`config.mk`:
```
export PLATFORM = sky130hd
export DESIGN_NAME = tlul_socket_1n
export DESIGN_NICKNAME = d
export VERILOG_FILES = /design/src/rtl/tlul_pkg.sv /design/src/rtl/tlul_err_resp.sv /design/src/rtl/tlul_socket_1n.sv
export SDC_FILE = /design/constraint.sdc
export NUM_CORES = 1
export LEC_CHECK = 0
export ABC_AREA = 1
export BUFFER_PORTS_ARGS = -buffer_cell sky130_fd_sc_hd__clkbuf_2
export CAP_MARGIN = 20
export CORE_AREA = 2 2 271 273
export CTS_CLUSTER_SIZE = 14
export DETAILED_ROUTE_END_ITERATION = 8
export DIE_AREA = 0 0 273 275
export PLACE_DENSITY = 0.34
export SLEW_MARGIN = 20
export SYNTH_ARGS = -nofsm -noshare
export SYNTH_HDL_FRONTEND = slang
export SYNTH_HIERARCHICAL = 1
export SYNTH_SLANG_ARGS = --single-unit
```
`constraint.sdc`:
```
create_clock -name clk_i -period 7.7 [get_ports clk_i]
set_input_delay 0.385 -clock clk_i [delete_from_list [all_inputs] [get_ports clk_i]]
set_output_delay 0.385 -clock clk_i [all_outputs]
set_load 0.05 [all_outputs]
```
`src/rtl/tlul_pkg.sv`:
```
// TL-UL channel types shared by the socket, the error responder and the devices.
// Pure type/constant package: no logic, no latency.
// Flow control is valid/ready on both the A and D channels.
package tlul_pkg;

    typedef enum logic [2:0] {
        PutFullData    = 3'h0,
        PutPartialData = 3'h1,
        Get            = 3'h4
    } tl_a_op_e;

    typedef enum logic [2:0] {
        AccessAck     = 3'h0,
        AccessAckData = 3'h1
    } tl_d_op_e;

    typedef enum logic {
        ERR_IDLE = 1'b0,
        ERR_RESP = 1'b1
    } err_state_e;

    // Read-back value returned for reads that target no device
    localparam logic [31:0] TL_ERR_DATA = 32'hFFFF_FFFF;

    typedef struct packed {
        logic        a_valid;
        tl_a_op_e    a_opcode;
        logic [2:0]  a_param;
        logic [1:0]  a_size;
        logic [7:0]  a_source;
        logic [31:0] a_address;
        logic [3:0]  a_mask;
        logic [31:0] a_data;
        logic        d_ready;
    } tl_h2d_t;

    typedef struct packed {
        logic        d_valid;
        tl_d_op_e    d_opcode;
        logic [2:0]  d_param;
        logic [1:0]  d_size;
        logic [7:0]  d_source;
        logic        d_sink;
        logic [31:0] d_data;
        logic        d_error;
        logic        a_ready;
    } tl_d2h_t;

    function automatic logic tl_a_is_read(tl_a_op_e op);
        return op == Get;
    endfunction

endpackage

```
`src/rtl/tlul_err_resp.sv`:
```
// Error responder: answers any A request with a d_error response.
// Latency: response valid exactly one cycle after A acceptance.
// Backpressure: a_ready low while a response waits; holds response until d_ready.
module tlul_err_resp
    import tlul_pkg::*;
#(
    parameter logic [31:0] ErrRespData = TL_ERR_DATA
) (
    input  logic    clk_i,
    input  logic    rst_i,
    input  tl_h2d_t tl_h_i,
    output tl_d2h_t tl_h_o
);

    err_state_e state_q, state_d;
    tl_a_op_e   op_q, op_d;
    logic [1:0] size_q, size_d;
    logic [7:0] src_q, src_d;

    // Fields the responder never looks at
    logic unused_a_fields;
    assign unused_a_fields = ^{tl_h_i.a_param, tl_h_i.a_address, tl_h_i.a_mask, tl_h_i.a_data};

    // State and captured request registers
    always_ff @(posedge clk_i or posedge rst_i) begin
        if (rst_i) begin
            state_q <= ERR_IDLE;
            op_q    <= Get;
            size_q  <= '0;
            src_q   <= '0;
        end else begin
            state_q <= state_d;
            op_q    <= op_d;
            size_q  <= size_d;
            src_q   <= src_d;
        end
    end

    // Next state: capture on accept, release on D handshake
    always_comb begin
        state_d = state_q;
        op_d    = op_q;
        size_d  = size_q;
        src_d   = src_q;
        case (state_q)
            ERR_IDLE: begin
                if (tl_h_i.a_valid) begin
                    op_d    = tl_h_i.a_opcode;
                    size_d  = tl_h_i.a_size;
                    src_d   = tl_h_i.a_source;
                    state_d = ERR_RESP;
                end
            end
            ERR_RESP: begin
                if (tl_h_i.d_ready) begin
                    state_d = ERR_IDLE;
                end
            end
            default: state_d = ERR_IDLE;
        endcase
    end

    // Outputs depend on state only, never on a_valid
    always_comb begin
        tl_h_o          = '0;
        tl_h_o.d_opcode = AccessAck;
        if (state_q == ERR_IDLE) begin
            tl_h_o.a_ready = 1'b1;
        end else begin
            tl_h_o.d_valid  = 1'b1;
            tl_h_o.d_error  = 1'b1;
            tl_h_o.d_size   = size_q;
            tl_h_o.d_source = src_q;
            if (tl_a_is_read(op_q)) begin
                tl_h_o.d_opcode = AccessAckData;
                tl_h_o.d_data   = ErrRespData;
            end
        end
    end

endmodule

```
`src/rtl/tlul_socket_1n.sv`:
```
// 1-host to N-device TL-UL demux with in-order outstanding tracking and error responder.
// Latency: A path combinational (0 cycles); D path combinational from the latched target.
// Backpressure: stalls A while the count is full or the target changes with responses pending.
module tlul_socket_1n
    import tlul_pkg::*;
#(
    parameter int unsigned NumDev         = 4,
    parameter int unsigned MaxOutstanding = 4,
    parameter logic [31:0] ErrRespData    = TL_ERR_DATA,
    localparam int unsigned SelW          = $clog2(NumDev + 1),
    localparam int unsigned CntW          = $clog2(MaxOutstanding + 1)
) (
    input  logic            clk_i,
    input  logic            rst_i,
    input  tl_h2d_t         tl_h_i,
    output tl_d2h_t         tl_h_o,
    input  logic [SelW-1:0] dev_select_i,
    output tl_h2d_t         tl_d_o [NumDev],
    input  tl_d2h_t         tl_d_i [NumDev]
);

    localparam logic [SelW-1:0] ErrSel = SelW'(NumDev);
    localparam logic [CntW-1:0] MaxCnt = CntW'(MaxOutstanding);

    logic [SelW-1:0] sel_q, sel_d, sel_in;
    logic [CntW-1:0] out_cnt_q, out_cnt_d;
    logic            hold, host_a_ready, host_d_valid, a_hs, d_hs;
    tl_h2d_t         err_h2d;
    tl_d2h_t         err_d2h, d_mux;

    tlul_err_resp #(.ErrRespData(ErrRespData)) u_err_resp (
        .clk_i  (clk_i),
        .rst_i  (rst_i),
        .tl_h_i (err_h2d),
        .tl_h_o (err_d2h)
    );

    // Any out-of-range select folds onto the error responder
    always_comb sel_in = (dev_select_i >= ErrSel) ? ErrSel : dev_select_i;

    assign hold = (out_cnt_q == MaxCnt) | ((out_cnt_q != '0) & (sel_in != sel_q));

    // A steering: broadcast fields, qualify a_valid per target, route d_ready to latched target
    always_comb begin
        host_a_ready = 1'b0;
        for (int i = 0; i < NumDev; i++) begin
            tl_d_o[i]         = tl_h_i;
            tl_d_o[i].a_valid = tl_h_i.a_valid & ~hold & (sel_in == SelW'(i));
            tl_d_o[i].d_ready = tl_h_i.d_ready & (sel_q == SelW'(i));
            if (sel_in == SelW'(i)) begin
                host_a_ready = tl_d_i[i].a_ready;
            end
        end
        err_h2d         = tl_h_i;
        err_h2d.a_valid = tl_h_i.a_valid & ~hold & (sel_in == ErrSel);
        err_h2d.d_ready = tl_h_i.d_ready & (sel_q == ErrSel);
        if (sel_in == ErrSel) begin
            host_a_ready = err_d2h.a_ready;
        end
        host_a_ready = host_a_ready & ~hold;
    end

    // D return: only the latched target is listened to, and only with requests pending
    always_comb begin
        d_mux = err_d2h;
        for (int i = 0; i < NumDev; i++) begin
            if (sel_q == SelW'(i)) begin
                d_mux = tl_d_i[i];
            end
        end
        host_d_valid   = d_mux.d_valid & (out_cnt_q != '0);
        tl_h_o         = d_mux;
        tl_h_o.d_valid = host_d_valid;
        tl_h_o.a_ready = host_a_ready;
    end

    assign a_hs = tl_h_i.a_valid & host_a_ready;
    assign d_hs = host_d_valid & tl_h_i.d_ready;

    // Outstanding count and target latch
    always_comb begin
        sel_d     = sel_q;
        out_cnt_d = out_cnt_q;
        if (a_hs) begin
            sel_d = sel_in;
        end
        case ({a_hs, d_hs})
            2'b10:   out_cnt_d = out_cnt_q + CntW'(1);
            2'b01:   out_cnt_d = out_cnt_q - CntW'(1);
            default: out_cnt_d = out_cnt_q;
        endcase
    end

    // Tracking registers
    always_ff @(posedge clk_i or posedge rst_i) begin
        if (rst_i) begin
            sel_q     <= '0;
            out_cnt_q <= '0;
        end else begin
            sel_q     <= sel_d;
            out_cnt_q <= out_cnt_d;
        end
    end

    a_cnt_bound: assert property (@(posedge clk_i) disable iff (rst_i) out_cnt_q <= MaxCnt);
    a_cnt_no_overflow: assert property (@(posedge clk_i) disable iff (rst_i)
        !(a_hs && !d_hs && out_cnt_q == MaxCnt));
    a_cnt_no_underflow: assert property (@(posedge clk_i) disable iff (rst_i)
        !(d_hs && !a_hs && out_cnt_q == '0));

endmodule

```
-- After elaboration in Yosys (flattened, before gate mapping)
Cells that the tools add are included.
- multiplexer cells: 20
- reductions and logical operators: 5
- $lt $le $gt $ge: 1
- bitwise operators: 19
- $add $sub $neg: 2
- equal/unequal tests: 13
- operators with widths (kind ; count):
    $mux 52 ; 4
    $mux 33 ; 1
    $mux 32 ; 1
    $and 1x1->1 ; 16
    $eq 3x2->1 const B ; 4
    $eq 3x3->1 const B ; 4
    $mux 10 ; 1
    $mux 1 ; 9
    $eq 3x1->1 const B ; 2
    $logic_not 3->1 ; 2
    $pmux 3 s2 ; 1
    $mux 4 ; 1
    $add 3x1->3 const B ; 1
    $ge 3x3->1 const B ; 1
    $mux 3 ; 1
    $ne 3x3->1 ; 1
    $reduce_bool 3->1 ; 1
    $sub 3x1->3 const B ; 1
    $eq 2x1->1 const B ; 1
    $eq 2x2->1 const B ; 1
    $not 1->1 ; 2
    $pmux 1 s2 ; 1
    $reduce_and 2->1 ; 1
    $reduce_bool 2->1 ; 1
    $or 1x1->1 ; 1
- input bits: 299
- bits in registers: 20
- output and inout bits: 396
- word-level logic and storage cells: 66

-- Logic depth before layout (Yosys ltp)
Gate-level depths: netlist of the first run.
- depth in word-level cells: 12
- depth in mapped cells: 16
- mapped depth without buffers: 14

-- Cells and area by module
Netlist of the first run, hierarchy kept.
- modules (own cells, without submodules) (module ; sequential area each (um^2) ; cells an instance ; area each (um^2) ; instances):
    tlul_socket_1n ; 150.1 ; 950 ; 5426.5 ; 1
    tlul_err_resp ; 351.6 ; 124 ; 949.7 ; 1

-- Worst setup path after synthesis of the first run
OpenSTA, ideal clock, no wires.
- path kind: register to output
- from: reg u_err_resp.op_q[2]
- to: out tl_h_o[10] (netlist bit)
- cell stages (with the launch flop): 8
- path slack: 3807 ps
- data arrival time: 3508 ps
- path buffers: 1
- data required time: 7315 ps
- path through: dfstp_2 nand2_1 nor3_1 buf_4 nand2_1 nand3_1 nand3_1 a21oi_1
- RTL lines (what ; RTL line ; text):
    from (decl) ; tlul_err_resp.sv:16 ; tl_a_op_e op_q, op_d;
    from (signal assigned) ; tlul_err_resp.sv:28 ; op_q <= Get;
    from (signal assigned) ; tlul_err_resp.sv:33 ; op_q <= op_d;
    to (decl) ; tlul_socket_1n.sv:16 ; output tl_d2h_t tl_h_o,

==> qor.yml, run 1 <==
critical_path:
  crit_required_ns: 7.32
  arrival_ns: 3.19
  worstPathMaxFanout: 54
  end_kind: "output pin"
  startpoint_type: "flip-flop"
  critPathKind: "flip-flop to output pin"
global_routing:
  grt_pass1_wl_um: 46100
  grt_max_degree: 80
  grt_pass1_vias: 5793
  track_usage_pct: 8.82
  grt_overflow: 0
  antenna_found_initial: 12
cts:
  cts_setup_buffers: 0
  tritoncts: "done"
  cts.reportedPaths.clkPinSlew_ns: 0.06
  clk_latency_ns: 0.26
  postCtsHoldBufs: 0
  clockBufferDepth: 2
  htree_levels: 1
  clock-sinks: 20
  clock-root-buffer: "clkbuf_16"
  cts_buffers: 3
  ctsResizeCount: 0
synthesis:
  synth_top_cell_area_share_pct: 44.9
  ys_ff_latch: 20
  yosys-top-cells-count: "381 x buf_4, 257 x nand2_1, 99 x nand3_1"
  synth_edf_count: 0
  synth_area_um2: 6380
  yosysWarnings: 6
  synth-async-reset-ratio_pct: 100
  netlist_instances: 1074
  synth-main-ff-cell: "dfrtp_1"
  netlist.top_cell.by_area: "buf_4"
  synth.area.top_cells: "buf_4 45%, nand2_1 15%, nand3_1 7.8%, dfrtp_1 7.5%, nor2_1 5.2%"
  synth_cell_types: 31
  yosysSeqAreaShare_pct: 7.87
  yosysMostFrequentCell: "buf_4"
  synth.avg_cell_area_um2: 5.94
power:
  irDropWorstVdd_uv: 203
  p_switching_mw: 2.06
  power.density_nw_per_um2: 447
  power_frac_clock_pct: 4.0
  combPwrFrac_pct: 88.8
  p_sw_share_pct: 72.4
  internal_power_mw: 0.786
  p_seq_share_pct: 7.2
  p_leak_nw: 3.28
drt:
  avgViaCountPerCell: 2.90
  vias: 5702
  first_pass_iters: 4
  routed_wl_um: 35300
  drc: 0
  initialDrtViolationCount: 167
  drt-wirelength-per-cell_um: 17.9
  antenna_left: 0
floorplan:
  core_um2: 72300
  num_rows: 99
  dieArea_um2: 75100
  die_x_um: 273
  io_pins: 695
  start_util_pct: 8.81
  die_height_um: 275
min_path:
  hold_class: "input port to async pin"
status:
  outcome: "completed"
job:
  drv_cap: 0
sta:
  slew_viol_final: 0
  period_minus_slack_ns: 3.57
  slew_headroom_pct: 30.4
  worstMarginPinSlew_ns: 1.04
  rsz0062_at_grt: "false"
  hold_viol: 0
  max_freq_mhz: 280
  tns_ns: 0
  finalClockSkew_ns: 0.00581
  finalSetupViolCount: 0
  fin_crit_sh_pct: 46.4
layout:
  area_growth_pct: 0.0197
  final_area_um2: 6380
  ff_latch_area_um2: 502
  multi_input_area_um2: 2580
  drive_above_1_share_pct: 37.9
  num-fill-cells: 8747
  finalNetCount: 1307
place:
  port_buffers: 339
  dp_hpwl_um: 29700
  routabilityCongestion: 0.741
  post_dp_cell_area_um2: 6290
-- power groups by stage --
stage               clock network [mW]  registers, mW  logic, mW
floorplan                            0          0.182       2.33
global placement                     0          0.209       2.63
detailed placement                   0          0.208       2.62
CTS                              0.120          0.207       2.62
global route                     0.121          0.214       2.79
finish                           0.113          0.206       2.53
-- critical path, cell delays in order, from the launching register on --
cell and delay, ns:
dfrtp_1 0.48, nor3_4 0.22, buf_4 0.31, clkinv_2 0.47, buf_4 0.50, nand3_1 0.42
nand2_1 0.09, nand2_1 0.07, clkbuf_2 0.29
-- kinds of logic after synthesis --
family / Yosys count / synth area share (%)
AO/OA/AOI/OAI: 69 / 6.44
XOR/XNOR: 2 / 0.275
adder cells (fa/ha/maj): 2 / 0.510
buffers and inverters: 493 / 52.3
flip-flops: 20 / 7.87
other: 1 / 0.0588
AND/OR/NAND/NOR: 487 / 32.5
-- sequential cells by signal (all words and copies together) (netlist names) --
name,cells
u_err_resp/state_q,1
u_err_resp/op_q,3
sel_q,3
out_cnt_q,3
u_err_resp/size_q,2
u_err_resp/src_q,8
-- metal layers --
| metal | wire length, um | share of wire [%] | up-vias | track usage, % |
|---|---|---|---|---|
| li1 | - | - | 2809 | - |
| met1 | 12200 | 35 | 2328 | 8.92 |
| met2 | 16800 | 47 | 489 | 15.3 |
| met3 | 4950 | 14 | 56 | 4.91 |
| met4 | 1130 | 3.2 | 20 | 2.78 |
| met5 | 222 | 0.63 | - | 1.38 |
-- placed cells by master (no fill, tap or decap), types with 6 or more instances in the layout --
master	synthesis	routed
clkbuf_2	0	339
nand2_1	257	257
nand3_1	99	99
nor2_1	88	88
inv_1	61	61
a21oi_1	40	40
o211ai_1	26	26
dfrtp_1	19	19
or2_2	16	16
inv_2	8	7
buf_4	381	7
conb_1	1	6
-- area by class of cell --
type                       instances  share of cell area (%)
inverter                          69                    4.08
tap                              959                    18.8
timing repair buffer             346                    27.4
clock buffer                       4                    1.24
antenna                            3                   0.118
multi-input combinational        566                    40.5
sequential                        20                    7.87
-- final timing paths --
path / end / slack [ns] / cells after the start / start
hold / removal: sel_q[2]$_DFFE_PP0P_ / 0.04 / 2 / rst_i
setup reg to reg: out_cnt_q[1]$_DFFE_PP0P_ / 4.19 / 12 / sel_q[0]$_DFFE_PP0P_
min in group clk_i: u_err_resp/op_q[2]$_DFFE_PP1P_ / 0.41 / 3 / tl_h_i[84]
max in group asynchronous: u_err_resp/size_q[1]$_DFFE_PP0P_ / 7.13 / 2 / rst_i
hold reg to reg: u_err_resp/src_q[1]$_DFFE_PP0P_ / 0.47 / 2 / u_err_resp/src_q[1]$_DFFE_PP0P_
setup / recovery: tl_h_o[15] / 4.13 / 8 / sel_q[2]$_DFFE_PP0P_
-- through the flow --
step	std cells	hold WS [ns]	setup WS (ns)	utilization (%)	power, mW
floorplan	1079	0.176	3.81	-	2.51
global placement	1960	0.330	4.04	8.70	2.84
detailed placement	1960	0.326	4.03	8.70	2.83
CTS	1964	0.0445	4.01	8.81	2.95
global route	1966	0.0714	3.79	8.81	3.13
finish	1967	0.0377	4.13	8.82	2.85
Power figures use the tool's default switching activity.
==> inputs of run 2 (changes only) <==
--- a/config.mk
+++ b/config.mk
@@ -8,11 +8,11 @@
 export ABC_AREA = 1
 export BUFFER_PORTS_ARGS = -buffer_cell sky130_fd_sc_hd__clkbuf_2
 export CAP_MARGIN = 20
-export CORE_AREA = 2 2 271 273
+export CORE_AREA = 2 2 270 272
 export CTS_CLUSTER_SIZE = 14
 export DETAILED_ROUTE_END_ITERATION = 8
-export DIE_AREA = 0 0 273 275
-export PLACE_DENSITY = 0.34
+export DIE_AREA = 0 0 272 274
+export PLACE_DENSITY = 0.35
 export SLEW_MARGIN = 20
 export SYNTH_ARGS = -nofsm -noshare
 export SYNTH_HDL_FRONTEND = slang
==> constraint.sdc (replaced) <==
create_clock -name clk_i -period 2.9 [get_ports clk_i]
set_input_delay 0.145 -clock clk_i [delete_from_list [all_inputs] [get_ports clk_i]]
set_output_delay 0.145 -clock clk_i [all_outputs]
set_load 0.05 [all_outputs]
==> run 2 against run 1 <==
Die area decreased by 0.73%. Largest cell class unchanged. Sequential power increased to 2.5 times the previous value. Critical endpoint is now tl_h_o[25]. Largest power group unchanged. Final cell count increased by 0.46%. Hold slack improved by 0.14 ns. Wire length increased by 9.9%. Global-route usage increased by 1.0 points.
==> qor.yml, run 2 (synthesis gave the netlist of run 1 again) <==
drt:
  drc: 0  # unchanged
  antenna_left: 0  # unchanged
  routed_wl_um: 38800  # was 35300 um
  vias: 5885  # was 5702
  drt-wirelength-per-cell_um: 19.6  # was 17.9 um
  initialDrtViolationCount: 201  # was 167
  avgViaCountPerCell: 2.98  # was 2.90
  first_pass_iters: 4  # unchanged
critical_path:
  crit_path_frequent_cell: "buf_12"
  critPathKind: "flip-flop to output pin"  # unchanged
  cpLargestDelayFamily: "buffers and inverters"  # unchanged
  startpoint_type: "flip-flop"  # unchanged
  critPathSlowestCell: "dfrtp_1"  # was buf_4
  worstPathMaxFanout: 82  # was 54
  path_cells: "nor3_4, buf_4, clkinv_2, buf_12, or2_0, nand3_1, nand2_1, buf_12"  # was nor3_4, buf_4, clkinv_2, buf_4, nand3_1, nand2_1, nand2_1, clkbuf_2
  crit_required_ns: 2.76  # was 7.32 ns
  crit_start: "sel_q[0]$_DFFE_PP0P_"  # was sel_q[2]$_DFFE_PP0P_
  critical_path_buf_inv_count: 4  # unchanged
  end_kind: "output pin"  # unchanged
  arrival_ns: 2.36  # was 3.19 ns
  rr_startpoint: "sel_q[0]$_DFFE_PP0P_"  # unchanged
  cp_slowest_stage_delay_ns: 0.50  # about the same
global_routing:
  grt_use_met1_pct: 11.0  # was 8.92%
  grt_pass1_vias: 5879  # was 5793
  track_usage_pct: 9.86  # was 8.82%
  grt_pass1_wl_um: 50800  # was 46100 um
  busiest_layer: "met2"  # unchanged
  grt_max_degree: 83  # was 80
  antenna_found_initial: 16  # was 12
  met2_usage_pct: 16.7  # was 15.3%
  grt_overflow: 0  # unchanged
  grt_use_met3_pct: 5.34  # was 4.91%
status:
  outcome: "completed"  # unchanged
power:
  p_leak_nw: 3.45  # was 3.28 nW
  power_mw: 8.59  # was 2.85 mW
  power.density_nw_per_um2: 1260  # was 447 nW/um^2
  irDropWorstVdd_uv: 521  # was 203 uV
cts:
  postCtsHoldBufs: 1  # was 0
  cts_buffers: 3  # unchanged
  htree_levels: 1  # unchanged
  cts_setup_buffers: 0  # unchanged
  clockBufferDepth: 2  # unchanged
  clock-sinks: 20  # unchanged
  ctsResizeCount: 0  # unchanged
  clock-root-buffer: "clkbuf_16"  # unchanged
  clk_latency_ns: 0.26  # about the same
  cts.reportedPaths.clkPinSlew_ns: 0.06  # about the same
  tritoncts: "done"  # unchanged
sta:
  hold_ws_ns: 0.173  # was 0.0377 ns
  fin_crit_sh_pct: 86.4
  finalSetupViolCount: 0  # unchanged
  hold_viol: 0  # unchanged
  finalClockSkew_ns: 0.00332  # was 0.00581 ns
  tns_ns: 0  # unchanged
  rsz0062_at_grt: "false"  # unchanged
  slew_headroom_pct: 48.9  # was 30.4%
  period_minus_slack_ns: 2.51
  worstMarginPinSlew_ns: 0.766  # was 1.04 ns
  slew_viol_final: 0  # unchanged
  max_freq_mhz: 399
layout:
  final_area_um2: 6810  # was 6380 um^2
  drive_above_1_share_pct: 38.4  # was 37.9%
  final_cell_mix: "319 x clkbuf_2, 257 x nand2_1, 99 x nand3_1"  # was 339 x clkbuf_2, 257 x nand2_1, 99 x nand3_1
  top_register: "u_err_resp/src_q"  # unchanged
  finalNetCount: 1317  # was 1307
  largest_register_ffs: 8  # unchanged
  final_common_cell: "clkbuf_2"  # unchanged
  area_growth_pct: 6.79  # was 0.0197%
floorplan:
  dieArea_um2: 74500  # was 75100 um^2
  core_um2: 72000  # was 72300 um^2
  num_rows: 99  # unchanged
  die_x_um: 272  # was 273 um
  die_height_um: 274  # was 275 um
  io_pins: 695  # unchanged
  start_util_pct: 8.86  # was 8.81%
job:
  drv_cap: 0  # unchanged
min_path:
  min_from: "tl_h_i[72]"
  hold_class: "input port to flip-flop"  # was input port to async pin
place:
  dp_hpwl_um: 33800  # was 29700 um
  post_dp_cell_area_um2: 6720  # was 6290 um^2
  routabilityCongestion: 0.748  # was 0.741
  port_buffers: 339  # unchanged
run 2: changes by cell type in the layout (fill, tap and decap cells not counted):
cell / before / now
nor3_4: 2 / 3
clkbuf_2: 339 / 319
nor3_2: 1 / 0
diode_2: 3 / 2
buf_12: 0 / 24
buf_4: 7 / 12
dlygate4sd3_1: 0 / 1
run 2: metrics by stage:
stage / cells / util, % / setup slack [ns]
3_3_place_gp: 1969 / 9.33 / 0.378
2_1_floorplan: 1079 / - / 0.0147
5_1_grt: 1976 / 9.46 / 0.170
4_1_cts: 1974 / 9.45 / 0.298
6_report: 1976 / 9.46 / 0.395
3_5_place_dp: 1969 / 9.33 / 0.457
run 2: area by class of cell:
cell class | count | area, um^2
Multi-Input combinational cell | 566 | 2590
Clock buffer | 4 | 78.8
Sequential cell | 20 | 502
Fill cell | 8585 | 65200
Inverter | 69 | 260
Antenna cell | 2 | 5.00
Tap cell | 959 | 1200
Timing Repair Buffer | 356 | 2180
run 2: worst paths after layout:
path                                                   endpoint  slack [ns]  cells after the start
min in group asynchronous                  sel_q[1]$_DFFE_PP0P_        0.37                      3
worst max-delay path                                 tl_h_o[25]        0.39                      8
worst min register to register  u_err_resp/src_q[4]$_DFFE_PP0P_        0.47                      2
worst max register to register         out_cnt_q[2]$_DFFE_PP0P_        0.46                     12
max in group asynchronous       u_err_resp/src_q[5]$_DFFE_PP0P_        2.00                      3
worst min-delay path            u_err_resp/src_q[3]$_DFFE_PP0P_        0.17                      3
run 2: routing by layer:
| layer | share of wire, % | wire length [um] |
|---|---|---|
| met1 | 39 | 15000 |
| met2 | 46 | 17900 |
| met3 | 13 | 5070 |
| met4 | 1.7 | 646 |
| met5 | 0.48 | 185 |
run 2: worst register-to-register path, cell delays in order, from the launching register on:
cell and delay [ns]:
dfrtp_1 0.56, inv_1 0.16, nor3_4 0.30, a21oi_1 0.07, nand2_1 0.08, nand2_1 0.08
nor2_1 0.10, ha_1 0.14, inv_1 0.06, fa_1 0.38, a21oi_1 0.15, o21ai_0 0.11
xnor2_1 0.13
run 2: power by group:
group | internal, mW | switching, mW | total, mW
registers | 0.411 | 0.106 | 0.517
logic | 2.44 | 5.33 | 7.77
clock network | 0.188 | 0.118 | 0.306
total | 3.03 | 5.56 | 8.59
